[config.mk]
export PLATFORM = sky130hd
export DESIGN_NAME = toggle_gen_flat
export DESIGN_NICKNAME = d
export VERILOG_FILES = /design/src/rtl/toggle_gen_if.sv /design/src/rtl/toggle_gen.sv /design/src/flat_wrapper.sv
export SDC_FILE = /design/constraint.sdc
export NUM_CORES = 1
export LEC_CHECK = 0
export ABC_AREA = 1
export CAP_MARGIN = 30
export CORE_ASPECT_RATIO = 0.6
export CORE_MARGIN = 10
export CORE_UTILIZATION = 35
export DETAILED_ROUTE_END_ITERATION = 8
export PLACE_DENSITY = 0.57
export SLEW_MARGIN = 20
export SYNTH_ARGS = -nofsm -noshare
export SYNTH_HDL_FRONTEND = slang
export SYNTH_SLANG_ARGS = --single-unit
[constraint.sdc]
create_clock -name clk -period 2.4 [get_ports clk]
set_input_delay 0.36 -clock clk [delete_from_list [all_inputs] [get_ports clk]]
set_output_delay 0.36 -clock clk [all_outputs]
set_load 0.01 [all_outputs]
[src/rtl/toggle_gen_if.sv]
// Half-period reload handshake for toggle_gen.
// Master offers hp_in/hp_valid; slave answers with hp_ready.
interface toggle_gen_if #(
    parameter int CNT_W = 8
);
    logic [CNT_W-1:0] hp_in;
    logic             hp_valid;
    logic             hp_ready;

    modport master (
        output hp_in,
        output hp_valid,
        input  hp_ready
    );

    modport slave (
        input  hp_in,
        input  hp_valid,
        output hp_ready
    );
endinterface

[src/rtl/toggle_gen.sv]
// Programmable square-wave source: divides clk to sq_out with edge
// strobes, a wrapping toggle counter and run-time half-period reload.
module toggle_gen #(
    parameter int CNT_W        = 8,
    parameter int DEFAULT_HALF = 1,
    parameter int TCNT_W       = 16
) (
    input  logic              clk,
    input  logic              rst_n,
    input  logic              en,
    input  logic              clr_cnt,
    toggle_gen_if.slave       hp_if,
    output logic              sq_out,
    output logic              rise_pulse,
    output logic              fall_pulse,
    output logic [TCNT_W-1:0] toggle_cnt
);
    localparam logic [CNT_W-1:0] HP_RST =
        (DEFAULT_HALF == 0) ? CNT_W'(1) : CNT_W'(DEFAULT_HALF);

    typedef enum logic {IDLE, RUN} state_t;

    state_t            r_state, w_state_n;
    logic [CNT_W-1:0]  r_hp, w_hp_n;
    logic [CNT_W-1:0]  r_pend, w_pend_n;
    logic              r_pend_v, w_pend_v_n;
    logic [CNT_W-1:0]  r_cnt, w_cnt_n;
    logic              r_sq, w_sq_n;
    logic              r_rise, w_rise_n;
    logic              r_fall, w_fall_n;
    logic [TCNT_W-1:0] r_tcnt, w_tcnt_n;
    logic              w_xfer, w_bound, w_toggle;
    logic [CNT_W-1:0]  w_hp_load;

    always_comb begin
        w_xfer     = hp_if.hp_valid && !r_pend_v;
        w_hp_load  = (hp_if.hp_in == '0) ? CNT_W'(1) : hp_if.hp_in;
        w_bound    = (r_cnt == r_hp - CNT_W'(1));
        w_state_n  = r_state;
        w_hp_n     = r_hp;
        w_pend_n   = r_pend;
        w_pend_v_n = r_pend_v;
        w_cnt_n    = r_cnt;
        w_sq_n     = r_sq;
        w_rise_n   = 1'b0;
        w_fall_n   = 1'b0;
        w_toggle   = 1'b0;
        unique case (r_state)
            IDLE: begin
                w_cnt_n = '0;
                if (w_xfer) w_hp_n = w_hp_load;
                if (en) w_state_n = RUN;
            end
            RUN: begin
                if (!en) begin
                    w_state_n = IDLE;
                    w_cnt_n   = '0;
                    if (r_sq) begin
                        w_sq_n   = 1'b0;
                        w_fall_n = 1'b1;
                        w_toggle = 1'b1;
                    end
                    // Leaving RUN: a pending or fresh value lands in hp now
                    if (r_pend_v) begin
                        w_hp_n     = r_pend;
                        w_pend_v_n = 1'b0;
                    end else if (w_xfer) begin
                        w_hp_n = w_hp_load;
                    end
                end else begin
                    if (w_bound) begin
                        w_cnt_n  = '0;
                        w_sq_n   = ~r_sq;
                        w_rise_n = ~r_sq;
                        w_fall_n = r_sq;
                        w_toggle = 1'b1;
                        if (r_pend_v) begin
                            w_hp_n     = r_pend;
                            w_pend_v_n = 1'b0;
                        end
                    end else begin
                        w_cnt_n = r_cnt + CNT_W'(1);
                    end
                    if (w_xfer) begin
                        w_pend_n   = w_hp_load;
                        w_pend_v_n = 1'b1;
                    end
                end
            end
            default: w_state_n = IDLE;
        endcase
        if (clr_cnt)       w_tcnt_n = '0;
        else if (w_toggle) w_tcnt_n = r_tcnt + TCNT_W'(1);
        else               w_tcnt_n = r_tcnt;
    end

    always_ff @(posedge clk or negedge rst_n) begin
        if (!rst_n) begin
            r_state  <= IDLE;
            r_hp     <= HP_RST;
            r_pend   <= '0;
            r_pend_v <= 1'b0;
            r_cnt    <= '0;
            r_sq     <= 1'b0;
            r_rise   <= 1'b0;
            r_fall   <= 1'b0;
            r_tcnt   <= '0;
        end else begin
            r_state  <= w_state_n;
            r_hp     <= w_hp_n;
            r_pend   <= w_pend_n;
            r_pend_v <= w_pend_v_n;
            r_cnt    <= w_cnt_n;
            r_sq     <= w_sq_n;
            r_rise   <= w_rise_n;
            r_fall   <= w_fall_n;
            r_tcnt   <= w_tcnt_n;
        end
    end

    assign hp_if.hp_ready = !r_pend_v;
    assign sq_out         = r_sq;
    assign rise_pulse     = r_rise;
    assign fall_pulse     = r_fall;
    assign toggle_cnt     = r_tcnt;
endmodule

[src/flat_wrapper.sv]
// flat-port wrapper written by rule: the top's interface ports become plain ports
module toggle_gen_flat 
#(
    parameter int CNT_W        = 8,
    parameter int DEFAULT_HALF = 1,
    parameter int TCNT_W       = 16
)
  (clk, rst_n, en, clr_cnt, sq_out, rise_pulse, fall_pulse, toggle_cnt, hp_if_hp_in, hp_if_hp_valid, hp_if_hp_ready);
  toggle_gen_if #(.CNT_W(CNT_W)) hp_if_i ();
  input  logic clk;
  input  logic rst_n;
  input  logic en;
  input  logic clr_cnt;
  output logic sq_out;
  output logic rise_pulse;
  output logic fall_pulse;
  output logic [TCNT_W-1:0] toggle_cnt;
  input wire logic [$bits(hp_if_i.hp_in)-1:0] hp_if_hp_in;
  input wire logic [$bits(hp_if_i.hp_valid)-1:0] hp_if_hp_valid;
  output wire logic [$bits(hp_if_i.hp_ready)-1:0] hp_if_hp_ready;
  assign hp_if_i.hp_in = hp_if_hp_in;
  assign hp_if_i.hp_valid = hp_if_hp_valid;
  assign hp_if_hp_ready = hp_if_i.hp_ready;
  toggle_gen #(.CNT_W(CNT_W), .DEFAULT_HALF(DEFAULT_HALF), .TCNT_W(TCNT_W)) u_core (.clk(clk), .rst_n(rst_n), .en(en), .clr_cnt(clr_cnt), .hp_if(hp_if_i), .sq_out(sq_out), .rise_pulse(rise_pulse), .fall_pulse(fall_pulse), .toggle_cnt(toggle_cnt));
endmodule
Yosys cells after proc, flatten, opt, wreduce, memory -nomap -nowiden --
Cells that the tools add are included.
Storage, ports and cells: register bits after elaboration 45, bits in latches 0, bits in writable memories 0, bits in read-only memories 0, output and inout bits 20, logic and storage cells 55, memories kept 0
Cells by class: add/sub/neg operators 3, $mul 0, div/mod/pow operators 0, order comparisons 0, equal/unequal tests 5, shift-type cells 0, multiplexer cells 28, bitwise logic cells 2, reductions and logical operators 8
Operators by type and width (count):
- 8-bit two-way mux | 8
- 16-bit two-way mux | 2
- 8-bit case mux with 2 select lines | 2
- 16-bit by 1-bit adder with 16-bit output (second input constant) | 1
- 1-bit two-way mux | 16
- 8-bit by 1-bit adder with 8-bit output (second input constant) | 1
- 8-bit equality test | 1
- 8-bit logical NOT | 1
- 8-bit by 1-bit subtractor with 8-bit output (second input constant) | 1
- 3-bit inequality test (second input constant) | 2
- 2-bit AND reduction | 3
- 3-bit by 1-bit inequality test with 1-bit output (second input constant) | 1
- 3-bit AND reduction | 1
- 2-bit by 1-bit inequality test with 1-bit output (second input constant) | 1
- 1-bit inverter | 2
- 2-bit nonzero test | 1
- 1-bit logical AND | 1
- 1-bit logical NOT | 1

Depth between registers and ports, before layout --
Gate-level depths: netlist (run 1).
depth after elaboration 7, depth in mapped cells 15, mapped depth without buffers 14

Worst setup path after synthesis (run 1) --
OpenSTA, ideal clock, no wires.
kind register to register, start point register u_core.r_hp[0], end point register u_core.r_hp[5], setup time 0.123 ns, data arrival time 1.822 ns, data required time 2.277 ns, slack 0.454 ns, cell stages (with the launch flop) 16, path buffers 1, period minus slack after synthesis 1.946 ns, cell sequence dfstp_2 > inv_2 > ha_1 > inv_1 > nand2_1 > nand2_1 > nand2_1 > nand2_1 > nand3_1 > nor2_2 > nand2_2 > nand3_4 > nand2_4 > buf_6 > nand2_1 > o21ai_2
On the way: word-level cells in the longest chain between the ends 4
Ends and longest elaborated chain:
- from (decl) | line toggle_gen.sv:24 | logic [CNT_W-1:0] r_hp, w_hp_n;
- from (signal assigned) | line toggle_gen.sv:110 | r_hp <= w_hp_n;
- 8-bit by 1-bit subtractor with 8-bit output | line toggle_gen.sv:38 | w_bound = (r_cnt == r_hp - CNT_W'(1));
- 8-bit equality test | line toggle_gen.sv:38
- 3-bit inequality test (no line)
- 2-bit AND reduction (no line)
No other way between the ends. A chain may end at the register's enable or synchronous reset.

Worst setup path in the final report (run 1) --
start point register u_core.r_hp[0], end point register u_core.r_tcnt[15], in the netlist u_core.toggle_cnt[15]
On the way: word-level cells in the longest chain between the ends 6
Ends and longest elaborated chain:
- 8-bit by 1-bit subtractor with 8-bit output | line toggle_gen.sv:38
- 8-bit equality test | line toggle_gen.sv:38
- 1-bit two-way mux | line toggle_gen.sv:71 | if (w_bound) begin
- 1-bit two-way mux | line toggle_gen.sv:55 | if (!en) begin
- 1-bit two-way mux | line toggle_gen.sv:48 | unique case (r_state)
- 2-bit nonzero test (no line)
- to (signal assigned) | line toggle_gen.sv:117 | r_tcnt <= w_tcnt_n;
- to (decl) | line toggle_gen.sv:31 | logic [TCNT_W-1:0] r_tcnt, w_tcnt_n;
No other way between the ends.

==> flow_summary.ini, run 1 <==
[setup_path]
cp_max_fo = 16
critPathKind = flop to flop
crit_path_start_kind = flop
endpoint_kind = flop
cp.required_ns = 2.62
worstPathArrival_ns = 2.39

[synth]
synth_area_leader_cell = dfrtp_1
syn_area_sq_mm = 0.00277
synth_cells = 357
synthDistinctLibCells = 31
syn_area_per_cell_sq_um = 7.77
async_flop_share_pct = 100
synth_common_cells = 96 x nand2_1, 44 x dfrtp_1, 39 x inv_1
synth_top_area_share_pct = 39.7
ys_ff_latch = 45
yosysSeqAreaShare_pct = 40.7
synth_ff_type = dfrtp_1
ys_warn_count = 0
synth_edf_count = 0
synth_nets = 373
synth_top_cells_by_area = dfrtp_1 40%, nand2_1 13%, inv_1 5.3%
synth.most_common_cell = nand2_1

[global_route]
grt.overflow.total = 0
antenna_found_initial = 0
grt_use_total_pct = 12.5
grt_pass1_vias = 2326
grt_pass1_wl_um = 12000
grt_max_degree = 35

[power_and_ir_drop]
comb_power_share_pct = 25.6
power_switching_share_pct = 32.3
power_switching_uw = 702
power.internal_uw = 1470
p_total_uw = 2170
powerDensity_mw_per_mm2 = 637
seqPwrFrac_pct = 42.3
p_leak_uw = 0.00162
max-vdd-ir-drop_mv = 0.284
clock_power_share_pct = 32.1

[route]
post-route-drc-count = 0
ant_nets = 0
drt_iter0_markers = 209
routed_via_density = 4.83
num_vias = 2443
wl_per_cell_um = 13.8
drt_pass1_iterations = 4
wl_um = 6990

[timing]
slew_viol_final = 0
relSlewSlack_pct = 48.9
tns_ns = 0
fin_worst_skew_ns = 0.00921
hold_violations = 0
tightest_slew_ns = 0.767
rsz0062_at_grt = false
whs_ns = 0.145
finalSetupViolCount = 0
min_period_over_period_pct = 90.3
fmax_ghz = 0.462
post-route-min-period_ns = 2.17

[place]
io_buffers = 32
dp_hpwl_um = 5310
place.gp.congestion = 0.907

[floorplan]
core_sq_mm = 0.00779
die_width_um = 135
start_util_pct = 35.6
die_y_um = 88.9
pin_count = 33
die_area_sq_mm = 0.0120
fp-row-count = 25

[clocking]
cts_tree = yes
cts-buffers-inserted = 5
clk_latency_ns = 0.29
clockRootBuffer = clkbuf_16
cts.sinks = 45
cts_buffer_depth = 2
path_clk_slew_ns = 0.06
hold_buffers = 0
htree_num_levels = 2

[final_layout]
syn_to_final_growth_pct = 23.0
antenna_cells = 0
drive_gt1_share_pct = 13.6
fillers = 782
nets = 413

[job]
drv_cap = 0

[hold_path]
hp-class = input pin to async pin

[run_status]
outcome = finished clean
-- metrics by stage --
| stage | utilization [%] | instance area [sq um] | worst slack, ns | instances |
|---|---|---|---|---|
| final | 43.8 | 3410 | 0.233 | 506 |
| after global routing | 43.8 | 3410 | 0.0300 | 506 |
| after CTS | 43.2 | 3370 | 0.227 | 502 |
| after detailed placement | 41.3 | 3220 | 0.255 | 494 |
| after global placement | 41.3 | 3220 | 0.337 | 494 |
| after floorplan | - | 2770 | 0.454 | 357 |
-- flip-flops by register name, summed over array words and instances, names as in the netlist --
name / flops
u_core.r_state: 1
u_core.r_pend: 8
u_core.rise_pulse: 1
u_core.toggle_cnt: 16
u_core.r_hp: 8
u_core.fall_pulse: 1
u_core.r_pend_v: 1
u_core.r_cnt: 8
u_core.sq_out: 1
-- worst paths after layout --
kind                                       start                     to  slack [ns]  depth (start not counted)
worst max-delay path              u_core.r_hp[0]  u_core.toggle_cnt[15]        0.23                         13
worst min-delay path                       rst_n        u_core.r_cnt[1]        0.15                          1
worst max register to register    u_core.r_hp[0]  u_core.toggle_cnt[15]        0.23                         13
worst min register to register  u_core.r_pend[1]       u_core.r_pend[1]        0.48                          2
max in group asynchronous                  rst_n   u_core.toggle_cnt[7]        1.57                          2
min in group clk                u_core.r_pend[1]       u_core.r_pend[1]        0.48                          2
-- power by group through the flow --
| stage | clock [uW] | combinational, uW | sequential (uW) |
|---|---|---|---|
| final | 698 | 555 | 919 |
| after global routing | 750 | 646 | 935 |
| after CTS | 709 | 545 | 920 |
| after detailed placement | 0 | 543 | 933 |
| after global placement | 0 | 536 | 932 |
| after floorplan | 0 | 405 | 915 |
-- per-layer routing --
layer	share of wire (%)	up-vias	GRT usage [%]
li1	-	1247	-
met4	0.92	0	3.24
met3	7.1	5	3.03
met5	0	-	0
met1	53	1126	19.0
met2	39	65	16.8
-- critical path, stage by stage (launching register included) --
cell and delay, ns:
dfstp_2 0.56, inv_2 0.07, ha_1 0.25, inv_1 0.07
nand2_1 0.06, nand2_1 0.07, nand2_1 0.05, nand2_1 0.09
nand3_1 0.10, nor2_2 0.13, nand3_1 0.14, nand2_2 0.28
nand4_1 0.15, nand2_1 0.09
-- cell usage in the layout, fill, tap and decap left out, drive strengths merged, types with 13 or more instances in the layout --
master,Yosys,layout
nand2,103,103
dfrtp,44,44
inv,41,41
nand3,33,33
clkdlybuf4s50,0,31
nor2,30,30
o21ai,28,28
nand4,20,20
xor2,15,15
buf,6,13
-- kinds of logic (layout without fill, tap and decap cells) --
kind of cell,after synthesis,count (layout),synth area share [%]
simple gates,199,199,35.2
fa+ha+maj,3,3,1.35
flops,45,45,40.7
buf+inv,52,93,7.81
compound gates,37,37,8.39
xor+xnor,21,21,6.63
-- cell type report --
| cell class | instances | area (sq um) | share of cell area [%] |
|---|---|---|---|
| multi-input combinational | 260 | 1430 | 41.9 |
| sequential | 45 | 1130 | 33.1 |
| timing repair buffer | 44 | 418 | 12.3 |
| inverter | 41 | 154 | 4.51 |
| clock buffer | 8 | 146 | 4.29 |
| tap | 108 | 135 | 3.96 |
-- repair_timing --
| action | CTS | global route |
|---|---|---|
| setup endpoints to repair | 0 | 2 |
| buffers inserted | 0 | 4 |
| resized for setup | 0 | 0 |
(Power assumes the default switching activity.)
==> run 2: changes to the inputs <==
--- a/config.mk
+++ b/config.mk
@@ -12,6 +12,7 @@
 export CORE_UTILIZATION = 35
 export DETAILED_ROUTE_END_ITERATION = 8
 export PLACE_DENSITY = 0.57
+export SKIP_CTS_REPAIR_TIMING = 1
 export SLEW_MARGIN = 20
 export SYNTH_ARGS = -nofsm -noshare
 export SYNTH_HDL_FRONTEND = slang
==> results of run 2 <==
No change in the layout: final DEF, timing and power equal those of run 1.
